===== src/rtl/regfile_sb.sv =====
// Multi-bank register file with RAW scoreboard and sequenced clear; reads are combinational
// with write bypass, writes land next edge, no backpressure (clear masks all updates for DEPTH cycles).
module regfile_sb #(
  parameter int WIDTH    = 32,
  parameter int DEPTH    = 32,
  parameter int ZERO_REG = 1,
  localparam int AW      = $clog2(DEPTH)
) (
  input  logic             m_clock,
  input  logic             p_reset,
  input  logic             read_a,
  input  logic [AW-1:0]    a_addr,
  output logic [WIDTH-1:0] a,
  output logic             a_busy,
  input  logic             read_b,
  input  logic [AW-1:0]    b_addr,
  output logic [WIDTH-1:0] b,
  output logic             b_busy,
  input  logic             write,
  input  logic [AW-1:0]    in_addr,
  input  logic [WIDTH-1:0] in,
  input  logic             reserve,
  input  logic [AW-1:0]    rsv_addr,
  input  logic             clear,
  output logic             clearing
);

  typedef enum logic {S_IDLE = 1'b0, S_CLEAR = 1'b1} state_t;

  state_t           r_state;
  logic [AW-1:0]    r_idx;
  logic [WIDTH-1:0] r_mem [DEPTH];
  logic [DEPTH-1:0] r_pend;

  logic w_idle;
  logic w_wr_ok;
  logic w_rsv_ok;
  logic w_byp_a;
  logic w_byp_b;

  assign w_idle   = (r_state == S_IDLE);
  assign w_wr_ok  = write && !(ZERO_REG != 0 && in_addr == '0);
  assign w_rsv_ok = reserve && !(ZERO_REG != 0 && rsv_addr == '0);
  assign w_byp_a  = write && (in_addr == a_addr);
  assign w_byp_b  = write && (in_addr == b_addr);
  assign clearing = (r_state == S_CLEAR);

  always_ff @(posedge m_clock) begin
    if (p_reset) begin
      r_state <= S_IDLE;
      r_idx   <= '0;
      r_pend  <= '0;
      for (int i = 0; i < DEPTH; i++) r_mem[i] <= '0;
    end else begin
      case (r_state)
        S_IDLE: begin
          if (clear) begin
            r_state <= S_CLEAR;
            r_idx   <= '0;
          end else begin
            if (w_wr_ok) begin
              r_mem[in_addr]  <= in;
              r_pend[in_addr] <= 1'b0;
            end
            // Reserve after write so a new producer in the same cycle keeps the reg pending.
            if (w_rsv_ok) r_pend[rsv_addr] <= 1'b1;
          end
        end
        S_CLEAR: begin
          r_mem[r_idx]  <= '0;
          r_pend[r_idx] <= 1'b0;
          r_idx         <= r_idx + AW'(1);
          if (r_idx == AW'(DEPTH - 1)) r_state <= S_IDLE;
        end
        default: r_state <= S_IDLE;
      endcase
    end
  end

  always_comb begin
    a      = '0;
    a_busy = 1'b0;
    if (!w_idle) begin
      a_busy = 1'b1;
    end else if (read_a) begin
      a_busy = r_pend[a_addr] && !w_byp_a;
      if (ZERO_REG != 0 && a_addr == '0) a = '0;
      else if (w_byp_a)                  a = in;
      else                               a = r_mem[a_addr];
    end
  end

  always_comb begin
    b      = '0;
    b_busy = 1'b0;
    if (!w_idle) begin
      b_busy = 1'b1;
    end else if (read_b) begin
      b_busy = r_pend[b_addr] && !w_byp_b;
      if (ZERO_REG != 0 && b_addr == '0) b = '0;
      else if (w_byp_b)                  b = in;
      else                               b = r_mem[b_addr];
    end
  end

endmodule


===== config.mk =====
export PLATFORM = sky130hd
export DESIGN_NAME = regfile_sb
export DESIGN_NICKNAME = d
export VERILOG_FILES = /design/src/rtl/regfile_sb.sv
export SDC_FILE = /design/constraint.sdc
export NUM_CORES = 2
export LEC_CHECK = 0
export ABC_AREA = 1
export CAP_MARGIN = 20
export CORE_ASPECT_RATIO = 2
export CORE_MARGIN = 5
export CORE_UTILIZATION = 26
export DETAILED_ROUTE_END_ITERATION = 10
export PLACE_DENSITY_LB_ADDON = 0.1
export SETUP_SLACK_MARGIN = 0.05
export SLEW_MARGIN = 20
export SYNTH_ARGS = -nofsm -noshare
export SYNTH_HDL_FRONTEND = slang
export SYNTH_SLANG_ARGS = --single-unit

===== constraint.sdc =====
create_clock -name m_clock -period 3.2 [get_ports m_clock]
set_input_delay 0.64 -clock m_clock [delete_from_list [all_inputs] [get_ports m_clock]]
set_output_delay 0.64 -clock m_clock [all_outputs]
set_load 0.1 [all_outputs]

==> flow_summary.ini <==
[status]
outcome = finished, violations left
violations = negative setup slack

[power_and_ir_drop]
p_seq_share_pct = 41.6
power.switching_mw = 12.3
pwr-share-clk_pct = 35.7
power.internal_mw = 25.9
p_comb_share_pct = 22.7
power_mw = 38.2
irDropWorstVdd_mv = 0.422
p_per_area_mw_per_mm2 = 447
p_leak_nw = 37.3
p_sw_share_pct = 32.3

[finish]
nets = 8994
final_cell_mix = nand2_1 (2418), nand3_1 (1470), edfxtp_1 (1024)
finalInstanceArea_mm2 = 0.0856
layout_commonest_cell = nand2_1
area_growth_pct = 31.8
regArea_mm2 = 0.0315
drive_above_1_share_pct = 24.0
fin_cells = 12300
nFillCells = 26000
multi_input_area_mm2 = 0.0287

[logic_synthesis]
yosysWarnings = 0
synth_cell_types = 36
synth.avg_cell_area_um2 = 7.64
synth_ff_type = edfxtp_1
ys_seq_elements = 1062
netlist_instances = 8503
async_flop_share_pct = 0
synth-edff-count = 1024
synth_seq_area_share_pct = 48.5
netlist_area_mm2 = 0.0649

[timing]
finalSetupViolCount = 1
layout_min_cycle_time_ns = 3.24
final-hold-violation-count = 0
fin_hold_ws_ns = 0.479
fmax_mhz = 308
max_slew_margin_pct = 35.9
worst_pin_slew_ns = 0.961
finalCritPeriodShare_pct = 101
finalMaxSlewViolations = 0
clock-skew-final_ns = 0.0217
grt_setup_unrepaired = yes
setup_ws_ns = -0.0437

[floorplan]
placementRows = 259
dieArea_mm2 = 0.260
die_y_um = 717
core-area_mm2 = 0.249
chipWidth_um = 363
start_util_pct = 26.1
ios = 126

[global_route]
busiest_layer = met2
use_met2_pct = 49.1
overflow = 0
gr-usage-met1_pct = 30.2
grt_max_degree = 52
track_usage_pct = 26.8
grt_pass1_vias = 61800
grtUsageMet3_pct = 2.77
antenna_found_initial = 11
grt_pass1_wl_um = 491000

[run]
cap_violations = 0

[min_path]
hold_class = flop to flop
min_to = r_pend[0]
min_path_cells = 2
min-delay-start = r_pend[0]

[setup_path]
critPathKind = input port to output port
regToRegSetupSlack_ns = 0.50
path_buf_inv = 5
slowest_delay_ns = 0.22
worst_path_max_delay_cell = nand3_1
cp_max_fo = 27
r2r-end = r_mem[4][22]
r2r_start = clearing
start_kind = input port
cp_cell_sequence = buf_16 > clkinv_16 > buf_12 > buf_4 > nand2_1 > nand3_1 > nand3_1 > nand3_1 > nand3_1 > nand2_1 > a21oi_4 > buf_12
path_delay_family = buffers and inverters
crit_top_cell = nand3_1
required_ns = 2.56
cp_data_arrival_time_ns = 2.60
crit_path_end_kind = output port
reg2reg_depth = 10

[routing]
avgRoutedWirePerCell_um = 29.5
wl_um = 363000
vias_per_cell = 5.11
first_pass_iters = 6
drc = 0
vias = 62800
drtAntennaViolNets = 0
drt-initial-drc-count = 5507

[placement]
gp_congestion = 0.870
placed_cells_incl_taps = 12000
placed_cell_area_mm2 = 0.0779
place.detailed.hpwl_um = 243000
port_buffers = 125

[clock_network]
numCtsBuffers = 109
hold_buffers = 0
clkSinkCount = 1062
cts.clk_slew.worst_paths_ns = 0.06
insertion_delay_ns = 0.76
cts_root_buf = clkbuf_16
cts_tree = yes
htreeDepth = 3
clockBufferDepth = 3
how the worst max path moves through the flow:
stage / cells past startpoint / start / to
6_report: 12 / b_addr[0] / b[5]
5_1_grt: 14 / b_addr[0] / b[6]
4_1_cts: 11 / r_mem[23][18] / b[18]
3_5_place_dp: 14 / b_addr[1] / b[18]
3_3_place_gp: 14 / b_addr[1] / b[18]
2_1_floorplan: 10 / b_addr[0] / b[11]
synth_stat cells, types with 15 or more instances:
library cell	count	area, um^2
o211ai_1	99	743
or2_2	15	93.8
buf_6	73	822
nor3_1	18	90.1
dfxtp_1	38	761
nand3_1	1669	8350
buf_2	20	100
nand2_4	25	282
o21ai_0	99	495
a21oi_1	99	495
nor2_1	460	1730
nand2_1	2526	9480
clkbuf_1	489	1840
inv_1	1028	3860
o221ai_1	25	219
buf_1	96	360
edfxtp_1	1024	30700
nor2_2	638	3990
metal layers:
layer  share of wire [%]  wire length [um]  up-vias
met2                  51            186000     2714
met1                  36            132000    31200
met3                 5.4             19500      807
li1                    -                 -    28100
met4                 7.0             25300        0
met5                   0                 0        -
stage by stage:
| stage | setup TNS (ns) | util, % | setup slack, ns |
|---|---|---|---|
| floorplan | 0 | - | 0.0263 |
| global placement | -103.47 | 31.3 | -0.661 |
| detailed placement | -138.08 | 31.3 | -0.655 |
| CTS | -0.134 | 33.8 | -0.0486 |
| global route | -0.184 | 34.4 | -0.0301 |
| finish | -0.0437 | 34.4 | -0.0437 |
registers in the layout (all words and copies together), names as in the netlist:
signal	cells
clearing	1
r_idx	5
r_mem	1024
r_pend	32
power by group through the flow:
stage / clock network, mW / logic, mW / registers (mW)
finish: 13.6 / 8.68 / 15.9
floorplan: 0 / 3.98 / 16.2
CTS: 13.9 / 8.43 / 15.9
global placement: 0 / 7.94 / 16.2
detailed placement: 0 / 7.93 / 16.2
global route: 14.4 / 9.10 / 15.9
worst min-delay path, cell delays in order (launching register included):
cell,delay (ns)
dfxtp_1,0.31
o211ai_1,0.08
inv_1,0.04
final cells by class:
cell class | count | share of cell area [%]
diodes | 2 | 0.00585
clock buffers | 136 | 3.38
clock inverters | 66 | 0.768
inverters | 1038 | 4.74
multi-input cells | 5753 | 33.6
flip-flops and latches | 1062 | 36.8
well taps | 3262 | 4.77
repair buffers | 965 | 15.9
repair inverters | 1 | 0.0132
logic make-up (layout without fill, tap and decap cells):
group / count (synthesis) / count (layout) / synth area share (%)
AOI/OAI and AO/OA: 339 / 339 / 3.20
adders and majority gates: 5 / 5 / 0.0963
buffers and inverters: 1719 / 2206 / 10.8
DFF: 1062 / 1062 / 48.5
and+or+nand+nor: 5377 / 5377 / 37.3
other: 1 / 34 / 0.00577
repair_timing:
action                                  in CTS  in global routing
buffers inserted                            32                 22
endpoints found under the hold margin        0                  0
gates cloned                                29                 21
endpoints found under the setup margin      66                 63
pin swaps                                   39                 79
resized for setup                          332                212
Note: power is estimated with default switching activity, not from simulation.
